## src/rtl/alu_wb_stage.sv

```systemverilog
// ALU write-back stage: a 2-entry FIFO of ALU results feeding the register file.
// Popping the head entry commits it, optionally updating the flag register.
module alu_wb_stage #(
   parameter int W = 16
) (
   input  logic         clk,
   input  logic         rst_n,
   input  logic         in_valid,
   output logic         in_ready,
   input  logic [W-1:0] aout,
   input  logic [3:0]   fout,
   input  logic [2:0]   rd,
   input  logic         wflag,
   input  logic         flush,
   output logic         wb_valid,
   input  logic         wb_ready,
   output logic [W-1:0] wb_data,
   output logic [2:0]   wb_addr,
   output logic [3:0]   flags,
   output logic [15:0]  commit_cnt
);

   logic [1:0]   count_r;
   logic [1:0]   count_nxt_s;
   logic         wr_ptr_r;
   logic         wr_ptr_nxt_s;
   logic         rd_ptr_r;
   logic         rd_ptr_nxt_s;
   logic [W-1:0] data_r [2];
   logic [3:0]   fl_r   [2];
   logic [2:0]   addr_r [2];
   logic [1:0]   wf_r;
   logic [3:0]   flags_r;
   logic [15:0]  cnt_r;
   logic         push_s;
   logic         pop_s;

   // Handshake qualification; flush suppresses both transfers.
   always_comb begin
      push_s = 1'b0;
      pop_s  = 1'b0;
      if (flush) begin
         push_s = 1'b0;
         pop_s  = 1'b0;
      end else begin
         push_s = in_valid && in_ready;
         pop_s  = wb_valid && wb_ready;
      end
   end

   // Next occupancy and pointer values.
   always_comb begin
      count_nxt_s  = count_r;
      wr_ptr_nxt_s = wr_ptr_r;
      rd_ptr_nxt_s = rd_ptr_r;
      if (flush) begin
         count_nxt_s  = 2'd0;
         wr_ptr_nxt_s = 1'b0;
         rd_ptr_nxt_s = 1'b0;
      end else begin
         case ({push_s, pop_s})
            2'b10:   count_nxt_s = count_r + 2'd1;
            2'b01:   count_nxt_s = count_r - 2'd1;
            default: count_nxt_s = count_r;
         endcase
         if (push_s) begin
            wr_ptr_nxt_s = ~wr_ptr_r;
         end else begin
            wr_ptr_nxt_s = wr_ptr_r;
         end
         if (pop_s) begin
            rd_ptr_nxt_s = ~rd_ptr_r;
         end else begin
            rd_ptr_nxt_s = rd_ptr_r;
         end
      end
   end

   // Occupancy and pointer registers.
   always_ff @(posedge clk or negedge rst_n) begin
      if (!rst_n) begin
         count_r  <= 2'd0;
         wr_ptr_r <= 1'b0;
         rd_ptr_r <= 1'b0;
      end else begin
         count_r  <= count_nxt_s;
         wr_ptr_r <= wr_ptr_nxt_s;
         rd_ptr_r <= rd_ptr_nxt_s;
      end
   end

   // FIFO storage; cleared on reset so the write-back bus reads zero afterwards.
   always_ff @(posedge clk or negedge rst_n) begin
      if (!rst_n) begin
         data_r[0] <= {W{1'b0}};
         data_r[1] <= {W{1'b0}};
         fl_r[0]   <= 4'b0000;
         fl_r[1]   <= 4'b0000;
         addr_r[0] <= 3'd0;
         addr_r[1] <= 3'd0;
         wf_r      <= 2'b00;
      end else if (push_s) begin
         data_r[wr_ptr_r] <= aout;
         fl_r[wr_ptr_r]   <= fout;
         addr_r[wr_ptr_r] <= rd;
         wf_r[wr_ptr_r]   <= wflag;
      end else begin
         wf_r <= wf_r;
      end
   end

   // Commit side: flag register and commit counter update only on a pop.
   always_ff @(posedge clk or negedge rst_n) begin
      if (!rst_n) begin
         flags_r <= 4'b0000;
         cnt_r   <= 16'd0;
      end else if (pop_s) begin
         cnt_r <= cnt_r + 16'd1;
         if (wf_r[rd_ptr_r]) begin
            flags_r <= fl_r[rd_ptr_r];
         end else begin
            flags_r <= flags_r;
         end
      end else begin
         cnt_r <= cnt_r;
      end
   end

   // Outputs are taken straight from registered state.
   always_comb begin
      in_ready   = (count_r != 2'd2);
      wb_valid   = (count_r != 2'd0);
      wb_data    = data_r[rd_ptr_r];
      wb_addr    = addr_r[rd_ptr_r];
      flags      = flags_r;
      commit_cnt = cnt_r;
   end

endmodule

```

## config.mk

```make
export PLATFORM = sky130hd
export DESIGN_NAME = alu_wb_stage
export DESIGN_NICKNAME = d
export VERILOG_FILES = /design/src/rtl/alu_wb_stage.sv
export SDC_FILE = /design/constraint.sdc
export NUM_CORES = 1
export LEC_CHECK = 0
export BUFFER_PORTS_ARGS = -buffer_cell sky130_fd_sc_hd__buf_2
export CAP_MARGIN = 30
export CORE_MARGIN = 2
export CORE_UTILIZATION = 54
export CTS_CLUSTER_DIAMETER = 150
export CTS_CLUSTER_SIZE = 20
export DETAILED_ROUTE_END_ITERATION = 10
export HOLD_SLACK_MARGIN = 0.03
export PLACE_DENSITY = 0.79
export REMOVE_ABC_BUFFERS = 1
export SYNTH_ARGS = -nofsm -noshare
export SYNTH_HDL_FRONTEND = slang
export SYNTH_SLANG_ARGS = --single-unit
export TNS_END_PERCENT = 30
```

## constraint.sdc

```tcl
create_clock -name clk -period 1.8 [get_ports clk]
set_input_delay 0 -clock clk [delete_from_list [all_inputs] [get_ports clk]]
set_output_delay 0 -clock clk [all_outputs]
set_load 0.02 [all_outputs]
```

==> results of run 1 <==
cell type report:
type / instances / area share [%]
clock inverters: 3 / 2.14
repair buffers: 102 / 16.3
inverters: 2 / 0.179
clock buffers: 12 / 3.46
multi-input cells: 148 / 32.8
well taps: 75 / 2.23
flip-flops and latches: 72 / 42.9
synth_stat cells, types with 2 or more instances:
library cell,number,area [um^2]
xor2_1,10,87.6
nand2_1,10,37.5
xnor2_1,7,61.3
nor4_1,2,12.5
and4_1,2,17.5
nand2b_1,2,12.5
mux2_2,74,833
dfrtp_1,72,1800
nor2_1,8,30.0
buf_2,4,20.0
a21oi_1,3,15.0
buf_6,3,33.8
nand3_1,4,20.0
nand2_4,2,22.5
nor3_1,4,20.0
mux2i_1,2,20.0
nand4_1,4,25.0
per-layer routing:
metal	part of all wire, %	wire length [um]
met5	0	0
met4	2.2	140
met3	5.3	331
met1	44	2780
met2	48	3050
power breakdown:
part | internal (mW) | leakage [nW] | switching, mW | total (mW)
Sequential | 2.02 | 0.886 | 0.242 | 2.26
Combinational | 0.665 | 0.982 | 0.631 | 1.30
Clock | 0.953 | 0.117 | 0.555 | 1.51
Total | 3.64 | 1.98 | 1.43 | 5.06
sequential cells by signal, indices dropped and copies added, names as in the netlist:
name        cells
data_r         32
count_r         2
addr_r          6
wr_ptr_r        1
flags           4
rd_ptr_r        1
fl_r            8
commit_cnt     16
wf_r            2
worst max path at each step:
stage | end | start | slack, ns
CTS | commit_cnt[14] | commit_cnt[0] | 0.15
finish | commit_cnt[14] | commit_cnt[0] | 0.16
global route | commit_cnt[14] | commit_cnt[0] | 0.009
detailed placement | commit_cnt[10] | commit_cnt[0] | 0.17
global placement | commit_cnt[14] | commit_cnt[0] | 0.20
floorplan | addr_r[3] | count_r[0] | 0.002
through the flow:
stage                     utilization [%]  instance area, um^2  power, mW  setup WS, ns
after floorplan                         -                 3190       3.11       0.00199
after global placement               63.3                 3700       3.49         0.204
after detailed placement             63.3                 3700       3.55         0.171
after CTS                            71.8                 4200       5.12         0.147
after global routing                 71.8                 4200       5.33       0.00940
final                                71.8                 4200       5.06         0.161
what timing repair did:
action	in CTS	in global routing
gates resized for setup	0	0
hold buffers	26	0
buffers inserted	0	0
hold endpoints to repair	74	0
logic make-up after synthesis:
logic type	count (synthesis)	synth area share, %
fa+ha+maj	1	0.385
mux	77	26.6
simple gates	49	10.2
buf+inv	10	2.00
flops	72	55.5
xor+xnor	17	4.59
compound gates	4	0.655
cells in the final DEF, fill, tap and decap left out, drive strengths merged:
| cell type | netlist | layout |
|---|---|---|
| ha | 1 | 1 |
| and2b | 1 | 1 |
| nand3 | 4 | 4 |
| and4 | 2 | 2 |
| nor3 | 5 | 5 |
| inv | 2 | 2 |
| nand2 | 12 | 12 |
| bufinv | 0 | 3 |
| a31oi | 1 | 1 |
| nor2 | 9 | 9 |
| mux2 | 75 | 75 |
| dlygate4sd3 | 0 | 26 |
| clkbuf | 1 | 12 |
| nor3b | 1 | 1 |
| nand4b | 1 | 1 |
| xnor2 | 7 | 7 |
| nor4 | 3 | 3 |
| buf | 7 | 76 |
| or3 | 1 | 1 |
| or2 | 1 | 1 |
| dfrtp | 72 | 72 |
| nand4 | 5 | 5 |
| a21oi | 3 | 3 |
| nand2b | 3 | 3 |
| xor2 | 10 | 10 |
| mux2i | 2 | 2 |
| nand3b | 1 | 1 |
critical path, cell delays in order, from the launching register on:
cell and delay, ns:
dfrtp_1 0.42, ha_1 0.23, nand4_2 0.14, or3_4 0.37, nor4_4 0.23, xor2_1 0.17
==> impl_metrics.toml, run 1 <==
[status]
status = "completed"

[critical_path]
cp.required_ns = 2.06
startpoint_type = "flip-flop"
reg2reg_to = "commit_cnt[14]"
reg2reg_slack_ns = 0.16
worst_setup_path_end_kind = "flip-flop"
r2r_start = "commit_cnt[0]"
path_class = "flip-flop to flip-flop"
crit_fanout = 5
r2r.worst_path.cells = 5
crit_arrival_ns = 1.90

[detailed_routing]
dr.pass1.iters = 4
vias_per_cell = 5.17
ant_nets = 0
vias = 2141
wl_um = 6300
drt-wirelength-per-cell_um = 15.2
initialDrtViolationCount = 76
drc = 0

[floorplan]
die_h_um = 81.5
die_w_um = 81.5
rows = 28
die-area_um2 = 6650
start_util_pct = 55.5
io_pins = 70
core-area_um2 = 5850

[clock_network]
cts_tree = "done"
clock_latency_ns = 0.34
cts_made_buffers = 9
clk_pin_slew_ns = 0.07
cts_max_path_buffers = 2
cts_root_buffer = "clkbuf_8"
cts-htree-levels = 3
clock-sinks = 72

[synthesis]
yosysWarnings = 0
async_flop_share_pct = 100
synthFlopType = "dfrtp_1"
synthCells = 230
synth-edff-count = 0
syn_area_per_cell_um2 = 14.1
synth_area_um2 = 3250
synth_seq_area_share_pct = 55.5
synthDistinctLibCells = 34
synth-seq-cells = 72

[final_layout]
nets = 365
nFillCells = 419
antenna_cells = 0
areaGrowthSynthToFinish_pct = 29.4
drive_gt1_share_pct = 51.3
multi_input_area_um2 = 1380
seq_area_um2 = 1800
stdcell_count = 414

[placed_design]
post-dp-hpwl_um = 4360
io_buffers = 69
dp_cells = 373
routabilityCongestion = 0.775

[sta]
slew_viol_final = 0
final_hold_viol_count = 0
skew_ns = 0.00924
timing.slew.headroom_pct = 60.5
tns_ns = 0
worst_pin_slew_ns = 0.593
rsz0062_at_grt = "no"
finalSetupViolations = 0
fin_crit_sh_pct = 91.1
fmax_mhz = 610
whs_ns = 0.0625
min_period_ns = 1.64

[pwr]
peakVddDrop_mv = 0.735
power.density_nw_per_um2 = 1210
p_leak_nw = 1.98

[global_routing]
met1_usage_pct = 26.3
use_met3_pct = 4.18
grt_busiest_layer = "met2"
use_met2_pct = 33.4
grt_pass1_wl_um = 10300
antenna_found_initial = 0
grtUsageTotal_pct = 20.6
grt_max_degree = 27
grt_pass1_vias = 2198
grt_overflow = 0

[hold_path]
worstHoldPathCells = 4
hold_end = "rd_ptr_r"
min_path_type = "input port to flip-flop"
hp-start = "wb_ready"

[job]
maxCapViolations = 0
Note: power is estimated with default switching activity, not from simulation.
==> run 2: changes to the inputs <==
- BUFFER_PORTS_ARGS: -buffer_cell sky130_fd_sc_hd__buf_2 -> unset
- CORE_UTILIZATION: 54 -> 55
- DONT_BUFFER_PORTS: unset -> 1
- PLACE_DENSITY: 0.79 -> 0.7
==> run 2 against run 1 <==
  * Final cell count down 15%
  * Clock power is 19% lower
  * Clock skew shrank 0.0012 ns
  * Highest routed layer unchanged
  * Routed wire length rose by 5.5%
  * Combinational power down 15%
==> impl_metrics.toml, run 2 (synthesis results as in run 1) <==
[status]
status = "completed"

[job]
maxCapViolations = 0

[sta]
timing.slew.headroom_pct = 70.8
finalSetupViolations = 0
skew_ns = 0.00804
rsz0062_at_grt = "yes"
min_period_ns = 1.71
worst_pin_slew_ns = 0.434
fmax_mhz = 586
final_hold_viol_count = 0
fin_crit_sh_pct = 94.7
slew_viol_final = 0
tns_ns = 0

[floorplan]
io_pins = 70
start_util_pct = 57.9
rows = 27
die_h_um = 80.8
core-area_um2 = 5610
die_w_um = 80.8
die-area_um2 = 6530

[clock_network]
cts_max_path_buffers = 2
cts-htree-levels = 3
clk_pin_slew_ns = 0.07
cts_made_buffers = 9
clock-sinks = 72
cts_tree = "done"
cts_setup_buffers = 0
cts_root_buffer = "clkbuf_8"
clock_latency_ns = 0.34

[pwr]
sw_frac_of_total_pct = 30.4
power_frac_comb_pct = 23.9
p_leak_nw = 1.74
peakVddDrop_mv = 0.687
p_int_mw = 3.24
power_frac_seq_pct = 49.9
power.density_nw_per_um2 = 1200
p_sw_mw = 1.41
clkPwrFrac_pct = 26.2

[final_layout]
layout_common_cells = "mux2_2, dfrtp_1, dlygate4sd3_1"
areaGrowthSynthToFinish_pct = 19.9
antenna_cells = 0
multi_input_area_um2 = 1400
seq_area_um2 = 1800
drive_gt1_share_pct = 39.8
layout_commonest_cell = "mux2_2"
regMostFlops = "data_r"
nFillCells = 404
nets = 305
finalInstanceArea_um2 = 3890
largest_reg_flops = 32

[detailed_routing]
initialDrtViolationCount = 141
drt-wirelength-per-cell_um = 18.9
vias_per_cell = 5.59
dr.pass1.iters = 4
wl_um = 6650
drc = 0
vias = 1963
ant_nets = 0

[critical_path]
path_cells = "nand2b_4, nand2_4, nor3_4, buf_4, mux2_2"
cp.required_ns = 2.02
startpoint_type = "flip-flop"
r2r_start = "count_r[0]"
slowest_delay_ns = 0.43
crit_slowest_cell = "dfrtp_1"
critical_path.top_delay_family = "simple AND/OR/NAND/NOR gates"
r2r.worst_path.cells = 5
worst_setup_path_end_kind = "flip-flop"
crit_fanout = 17
crit_cells = 5
critPathLaunch = "count_r[0]"
crit_buf_inv = 1
crit_arrival_ns = 1.92
path_class = "flip-flop to flip-flop"

[hold_path]
min_path_type = "input port to flip-flop"
hp-start = "in_valid"
worstHoldPathCells = 2

[placed_design]
io_buffers = 0
post-dp-hpwl_um = 4240
post_dp_cell_area_um2 = 3350
routabilityCongestion = 0.767

[global_routing]
grt_pass1_wl_um = 10400
grtUsageTotal_pct = 21.3
antenna_found_initial = 0
grt_pass1_vias = 2128
grt_overflow = 0
grt_max_degree = 73
## run 2: cell types whose count changed in the layout (fill, tap and decap cells not counted), moves of 2 or more
cell | previous run | this run
buf_12 | 2 | 0
buf_2 | 69 | 0
buf_4 | 5 | 10
bufinv_16 | 3 | 1
clkinv_2 | 0 | 3
dlygate4sd3_1 | 26 | 30
## run 2: layout make-up
cell class                 count  share of cell area (%)
sequential                    72                    46.3
multi-input combinational    149                    36.0
timing repair buffer          41                    10.4
clock buffer                  11                    3.63
tap                           72                    2.32
clock inverter                 4                    1.16
inverter                       2                   0.193
## run 2: repair_timing
item,in CTS,in global routing
endpoints found under the setup margin,0,1
endpoints found under the hold margin,129,0
hold buffers,31,0
resized for setup,0,1
## run 2: power by group through the flow
stage          clock network, mW  registers [mW]  logic [mW]
3_5_place_dp                   0            2.35        1.02
6_report                    1.22            2.32        1.11
3_3_place_gp                   0            2.31       0.968
5_1_grt                     1.34            2.37        1.20
2_1_floorplan                  0            2.34       0.770
4_1_cts                     1.25            2.32        1.12
## run 2: final timing paths
check,to,slack [ns]
max in group asynchronous,data_r[2],1.30
worst max register to register,data_r[16],0.09
min in group asynchronous,data_r[21],0.23
worst min-delay path,fl_r[3],0.09
worst min register to register,data_r[13],0.50
worst max-delay path,data_r[16],0.09
## run 2: layer usage
layer	up-vias	global-route usage [%]	wire length (um)
met5	-	0	0
met1	976	23.1	2680
met4	0	10.3	132
li1	907	-	-
met2	67	37.7	3450
met3	13	6.33	376
## run 2: metrics by stage
stage	setup slack [ns]	utilization [%]	instances	power (mW)	hold slack, ns
floorplan	0.00199	-	222	3.11	-0.296
global placement	0.195	59.8	304	3.28	-0.294
detailed placement	0.100	59.8	304	3.37	-0.294
CTS	0.0834	69.0	350	4.69	0.0682
global route	0.00187	69.4	351	4.91	0.0851
finish	0.0946	69.4	351	4.65	0.0861
## run 2: worst register-to-register path, delay by kind of cell, from the launching register on
kind,cells,cell delay [ns]
buffers and inverters,1,0.29
muxes,1,0.38
and+or+nand+nor,3,0.49
DFF,1,0.43
